[config.mk]
export PLATFORM = sky130hd
export DESIGN_NAME = dmem_responder_flat
export DESIGN_NICKNAME = d
export VERILOG_FILES = /design/src/rtl/mips_mem_pkg.sv /design/src/rtl/dmem_responder_if.sv /design/src/rtl/dmem_array.sv /design/src/rtl/dmem_responder.sv /design/src/flat_wrapper.sv
export SDC_FILE = /design/constraint.sdc
export NUM_CORES = 2
export LEC_CHECK = 0
export BUFFER_PORTS_ARGS = -buffer_cell sky130_fd_sc_hd__buf_4
export CAP_MARGIN = 30
export CELL_PAD_IN_SITES_DETAIL_PLACEMENT = 0
export CELL_PAD_IN_SITES_GLOBAL_PLACEMENT = 1
export CORE_AREA = 2 2 425 427
export CTS_CLUSTER_SIZE = 12
export DETAILED_ROUTE_END_ITERATION = 6
export DIE_AREA = 0 0 427 429
export GPL_TIMING_DRIVEN = 0
export PLACE_DENSITY = 0.67
export SYNTH_ARGS = -nofsm -noshare
export SYNTH_HDL_FRONTEND = slang
export SYNTH_SLANG_ARGS = --single-unit
[constraint.sdc]
create_clock -name clk -period 5.7 [get_ports clk]
set_clock_uncertainty 0.05 [all_clocks]
set_input_delay 0 -clock clk [delete_from_list [all_inputs] [get_ports clk]]
set_output_delay 0 -clock clk [all_outputs]
set_load 0.05 [all_outputs]
[src/rtl/mips_mem_pkg.sv]
// Shared types and helpers for the M-stage data-memory port.
// Holds the responder FSM state encoding and the address legality check.
package mips_mem_pkg;

    typedef enum logic [1:0] {
        IDLE = 2'd0,
        WAIT = 2'd1,
        RESP = 2'd2
    } dmem_state_t;

    localparam int unsigned WORD_BYTES = 4;

    // Legal means word aligned and inside the DEPTH-word array.
    function automatic logic addr_legal(input logic [31:0] addr, input int unsigned depth);
        logic [31:0] limit;
        limit = 32'(depth * WORD_BYTES);
        return (addr[1:0] == 2'b00) && (addr < limit);
    endfunction

endpackage

[src/rtl/dmem_responder_if.sv]
// M-stage data-memory port: request/ready handshake, write data, read data, error and stall.
// The master (M stage) holds req/we/addr/wdata stable until it sees ready.
interface dmem_responder_if;
    logic        req;
    logic        we;
    logic [31:0] addr;
    logic [31:0] wdata;
    logic [31:0] rdata;
    logic        ready;
    logic        err;
    logic        stall;

    modport master (output req, we, addr, wdata, input rdata, ready, err, stall);
    modport slave  (input req, we, addr, wdata, output rdata, ready, err, stall);
endinterface

[src/rtl/dmem_array.sv]
// DEPTH x 32 word storage, synchronous write, asynchronous read.
// Latency: write lands at the clock edge, read is combinational from idx.
// Backpressure: none; no reset, contents survive core reset.
module dmem_array #(
    parameter int unsigned DEPTH = 64,
    localparam int unsigned IDX_W = $clog2(DEPTH)
) (
    input  logic             clk,
    input  logic             we,
    input  logic [IDX_W-1:0] idx,
    input  logic [31:0]      wd,
    output logic [31:0]      rd
);

    logic [31:0] mem [DEPTH];

    always_ff @(posedge clk) begin
        if (we) begin
            mem[idx] <= wd;
        end
    end

    assign rd = mem[idx];

endmodule

[src/rtl/dmem_responder.sv]
// Data-memory responder for the M stage with LATENCY programmable wait states.
// Latency: ready pulses LATENCY+1 cycles after req is accepted; transaction is LATENCY+2 cycles.
// Backpressure: stall = req & ~ready holds the pipeline; new requests accepted only in IDLE.
module dmem_responder
    import mips_mem_pkg::*;
#(
    parameter int unsigned DEPTH   = 64,
    parameter int unsigned LATENCY = 2
) (
    input  logic               clk,
    input  logic               reset,
    dmem_responder_if.slave    bus
);

    localparam int unsigned IDX_W    = $clog2(DEPTH);
    localparam logic [3:0]  CNT_INIT = (LATENCY == 0) ? 4'd0 : 4'(LATENCY - 1);

    dmem_state_t      state, state_nxt;
    logic [3:0]       cnt, cnt_nxt;
    logic             cap_we;
    logic             cap_legal;
    logic [IDX_W-1:0] cap_idx;
    logic [31:0]      cap_wdata;
    logic [31:0]      arr_rd;
    logic             arr_we;
    logic             resp;
    logic             accept;

    assign accept = (state == IDLE) && bus.req;

    always_ff @(posedge clk or negedge reset) begin
        if (!reset) begin
            state     <= IDLE;
            cnt       <= 4'd0;
            cap_we    <= 1'b0;
            cap_legal <= 1'b0;
            cap_idx   <= '0;
            cap_wdata <= '0;
        end else begin
            state <= state_nxt;
            cnt   <= cnt_nxt;
            // Request fields are snapshotted once; the master may drop them afterwards.
            if (accept) begin
                cap_we    <= bus.we;
                cap_legal <= addr_legal(bus.addr, DEPTH);
                cap_idx   <= bus.addr[IDX_W+1:2];
                cap_wdata <= bus.wdata;
            end
        end
    end

    always_comb begin
        state_nxt = state;
        cnt_nxt   = cnt;
        unique case (state)
            IDLE: begin
                if (bus.req) begin
                    cnt_nxt   = CNT_INIT;
                    state_nxt = (LATENCY == 0) ? RESP : WAIT;
                end
            end
            WAIT: begin
                if (cnt == 4'd0) begin
                    state_nxt = RESP;
                end else begin
                    cnt_nxt = cnt - 4'd1;
                end
            end
            RESP: begin
                state_nxt = IDLE;
            end
            default: begin
                state_nxt = IDLE;
            end
        endcase
    end

    assign resp   = (state == RESP);
    // Commit happens on the edge that ends RESP, so a reset before then loses the write.
    assign arr_we = resp && cap_we && cap_legal;

    dmem_array #(
        .DEPTH (DEPTH)
    ) u_array (
        .clk (clk),
        .we  (arr_we),
        .idx (cap_idx),
        .wd  (cap_wdata),
        .rd  (arr_rd)
    );

    assign bus.ready = resp;
    assign bus.err   = resp && !cap_legal;
    assign bus.rdata = (resp && !cap_we && cap_legal) ? arr_rd : 32'd0;
    assign bus.stall = bus.req && !resp;

endmodule
[src/flat_wrapper.sv]
// flat-port wrapper written by rule: the top's interface ports become plain ports
module dmem_responder_flat import mips_mem_pkg::*;
#(
    parameter int unsigned DEPTH   = 64,
    parameter int unsigned LATENCY = 2
)
  (clk, reset, bus_req, bus_we, bus_addr, bus_wdata, bus_rdata, bus_ready, bus_err, bus_stall);
  dmem_responder_if bus_i ();
  input  logic clk;
  input  logic reset;
  input wire logic [$bits(bus_i.req)-1:0] bus_req;
  input wire logic [$bits(bus_i.we)-1:0] bus_we;
  input wire logic [$bits(bus_i.addr)-1:0] bus_addr;
  input wire logic [$bits(bus_i.wdata)-1:0] bus_wdata;
  output wire logic [$bits(bus_i.rdata)-1:0] bus_rdata;
  output wire logic [$bits(bus_i.ready)-1:0] bus_ready;
  output wire logic [$bits(bus_i.err)-1:0] bus_err;
  output wire logic [$bits(bus_i.stall)-1:0] bus_stall;
  assign bus_i.req = bus_req;
  assign bus_i.we = bus_we;
  assign bus_i.addr = bus_addr;
  assign bus_i.wdata = bus_wdata;
  assign bus_rdata = bus_i.rdata;
  assign bus_ready = bus_i.ready;
  assign bus_err = bus_i.err;
  assign bus_stall = bus_i.stall;
  dmem_responder #(.DEPTH(DEPTH), .LATENCY(LATENCY)) u_core (.clk(clk), .reset(reset), .bus(bus_i));
endmodule
==> impl_metrics.tcl <==
set metrics [dict create \
    outcome "finished clean" \
    place_area_um2 86600 \
    synth-xor-area-share_pct 0.0219 \
    tightest_slew_ns 1.14 \
    worstSkewPairLatency_ns 0.85 \
    fmax_mhz 184 \
    synth_nets 4531 \
    core_um2 178000 \
    root_buffer "clkbuf_16" \
    yosysWarnings 0 \
    max_stage_delay_ns 0.79 \
    synth_edf_count 2048 \
    crit_path_max_fanout 10 \
    routed_wl_mm 272 \
    p_comb_share_pct 33.8 \
    place_congestion 0.956 \
    synth_simple_gate_area_share_pct 2.38 \
    hold_viol 0 \
    clock_sinks 2094 \
    min_period_over_period_pct 95.3 \
    criticalPathCategory "reg -> out" \
    synth_area_um2 79900 \
    synth_flop_cell "edfxtp_1" \
    vias 48538 \
    async_flop_share_pct 2.20 \
    grt_max_degree 65 \
    fp.dieH_um 429 \
    dp_hpwl_mm 186 \
    ant_nets 0 \
    chipWidth_um 427 \
    synth_top_area_share_pct 77.0 \
    cpMostUsedCell "buf_6" \
    layout-drive-gt1-share_pct 18.3 \
    drv_slew 0 \
    p_clk_share_pct 26.0 \
    cellLeakagePower_nw 29.7 \
    grtUsageTotal_pct 29.3 \
    cts_tree "yes" \
    p_int_mw 31.4 \
    fill_cells 14184 \
    pwr_density_cell_nw_per_um2 536 \
    viasPerCell 6.45 \
    rsz0062_at_grt "no" \
    port_buffers 102 \
    setup_viol 0 \
    period_needed_ns 5.43 \
    first_pass_iters 6 \
    path_delay_family "buffers and inverters" \
    synthMuxAreaShare_pct 5.69 \
    cp-end-kind "primary output" \
    cts_made_buffers 213 \
    nets 5069 \
    worstSetupStartpointType "register" \
    clk_path_buf_depth 3 \
    synth_adder_area_share_pct 0.0313 \
    antenna_found_initial 11 \
    synth-seq-area-share_pct 78.4 \
    synth-seq-cells 2094 \
    grt_remaining_overflow 0 \
    pin_count 103 \
    switching_share_pct 37.8 \
    ys_top_cells_by_count "edfxtp_1, a221oi_1, a22oi_1" \
    drt_iter0_markers 7733 \
    netlist-cell-type-count 65 \
    synth_most_common_cell "edfxtp_1" \
    grt_pass1_vias 46313 \
    netlist_instances 4461 \
    cts_htree_levels 4 \
    synth_area_leaders "edfxtp_1, a221oi_1, mux2i_1" \
    p_sw_mw 19.0 \
    final_cells 7530 \
    avgSynthCellArea_um2 17.9 \
    drv_cap 0 \
    hp-class "in -> async" \
    clk_pin_slew_worst_paths_ns 0.06 \
    multiInputGateArea_um2 16000 \
    synth_top_family_by_area "compound AO/OA/AOI/OAI gates" \
    seq_area_um2 62700 \
    dieArea_um2 183000 \
    place_inst 7043 \
    arrival_ns 5.38 \
    wl_per_cell_um 36.1 \
    cp.required_ns 5.65 \
    ir_drop_mv 0.363 \
    cpMaxStageDelayCell "clkbuf_1" \
    critPathBufInv 6 \
    yosys.area.top_type "edfxtp_1" \
    row_count 155 \
    p_seq_share_pct 40.2 \
    synth_compound_area_share_pct 11.3 \
    slew_headroom_pct 22.0 \
    stdcell_area_um2 94000 \
    area_growth_pct 17.6 \
    drcViolationCount 0 \
    start_util_pct 44.9 \
    path_cells "buf_6 -> buf_6 -> buf_6 -> buf_2 -> clkbuf_1 -> o22ai_1 -> o21ai_0 -> a41oi_1 -> buf_4" \
    grt_pass1_wl_mm 370 \
]
final timing paths:
path / from / end / slack [ns] / depth (start not counted)
setup / recovery: u_core.cap_idx[0]$_DFFE_PN0P_ / bus_rdata[2] / 0.27 / 9
max in group asynchronous: reset / u_core.cap_wdata[28]$_DFFE_PN0P_ / 5.16 / 4
setup reg to reg: u_core.cap_idx[0]$_DFFE_PN0P_ / u_core.u_array.mem[48][18]$_DFFE_PP_ / 0.99 / 7
hold reg to reg: u_core.state[1]$_DFFE_PN0P_ / u_core.state[0]$_DFFE_PN0P_ / 0.50 / 1
min in group clk: bus_addr[11] / u_core.cap_legal$_DFFE_PN0P_ / 0.40 / 6
hold / removal: reset / u_core.cnt[3]$_DFFE_PN0P_ / 0.19 / 4
power groups by stage:
stage / clock network (mW) / logic (mW) / registers (mW)
floorplan: 0 / 7.62 / 20.9
global placement: 0 / 13.7 / 22.5
detailed placement: 0 / 16.5 / 20.6
CTS: 13.1 / 16.6 / 20.2
global route: 13.7 / 17.5 / 20.3
finish: 13.1 / 17.1 / 20.3
cell type report:
cell class	count	area share, %
clock buffer	312	6.24
clock inverter	73	0.568
inverter	6	0.0240
sequential	2094	66.7
multi-input combinational	2028	17.1
buffer	333	1.80
tap	2355	3.14
timing repair buffer	323	4.45
antenna	6	0.0160
registers in the layout (all words and copies together), names as in the netlist:
signal	cells
u_core.cap_legal	1
u_core.cap_we	1
u_core.state	2
u_core.cap_wdata	32
u_core.cnt	4
u_core.cap_idx	6
u_core.u_array.mem	2048
through the flow:
| stage | power (mW) | hold slack, ns | TNS [ns] | util [%] | setup WS, ns |
|---|---|---|---|---|---|
| final | 50.4 | 0.194 | 0 | 52.8 | 0.266 |
| after global routing | 51.5 | 0.229 | 0 | 52.8 | 0.303 |
| after CTS | 50.0 | 0.124 | 0 | 52.8 | 0.219 |
| after detailed placement | 37.1 | -0.00151 | 0 | 48.6 | 1.13 |
| after global placement | 36.2 | 0.00298 | -631.41 | 47.0 | -2.04 |
| after floorplan | 28.5 | -0.346 | 0 | - | 1.21 |
cell families after synthesis:
group / after synthesis
flops: 2094
compound gates: 1211
simple gates: 437
mux: 376
buf+inv: 339
xor+xnor: 2
fa+ha+maj: 2
metal layers:
metal	global-route usage [%]	share of wire [%]	vias up
met5	0	0.0048	-
met4	14.8	5.9	2
met3	6.50	11	617
met2	44.0	45	3152
met1	40.1	39	25052
li1	-	-	19715
layout by cell type (no fill, tap or decap), drive strengths merged, types with 6 or more instances in the layout:
cell	n
edfxtp	2048
buf	450
clkbuf	427
a221oi	326
a22oi	278
nor2	250
mux2i	237
o22ai	160
o21ai	127
dlygate4sd3	91
mux2	85
a21oi	82
nand2	68
clkinv	64
a22o	63
mux4	54
dfrtp	46
o21a	40
nor3	33
o211ai	30
nand3	26
nor4	22
o221ai	21
a2111oi	16
a41oi	15
o311a	14
a2bb2oi	13
o2111ai	13
inv	12
nor2b	9
nand2b	7
diode	6
what timing repair did:
item | in CTS | in global routing
buffers inserted | 0 | 0
endpoints found under the hold margin | 89 | 0
gates resized for setup | 0 | 0
hold buffers | 92 | 0
worst register-to-register path, cell delays in order, from the launching register on:
cell,delay (ns)
dfrtp_1,0.50
buf_6,0.25
nor2_4,0.59
buf_2,0.38
clkbuf_1,0.70
nand2_1,0.72
nor2_4,0.91
buf_16,0.26
Power figures use the tool's default switching activity.
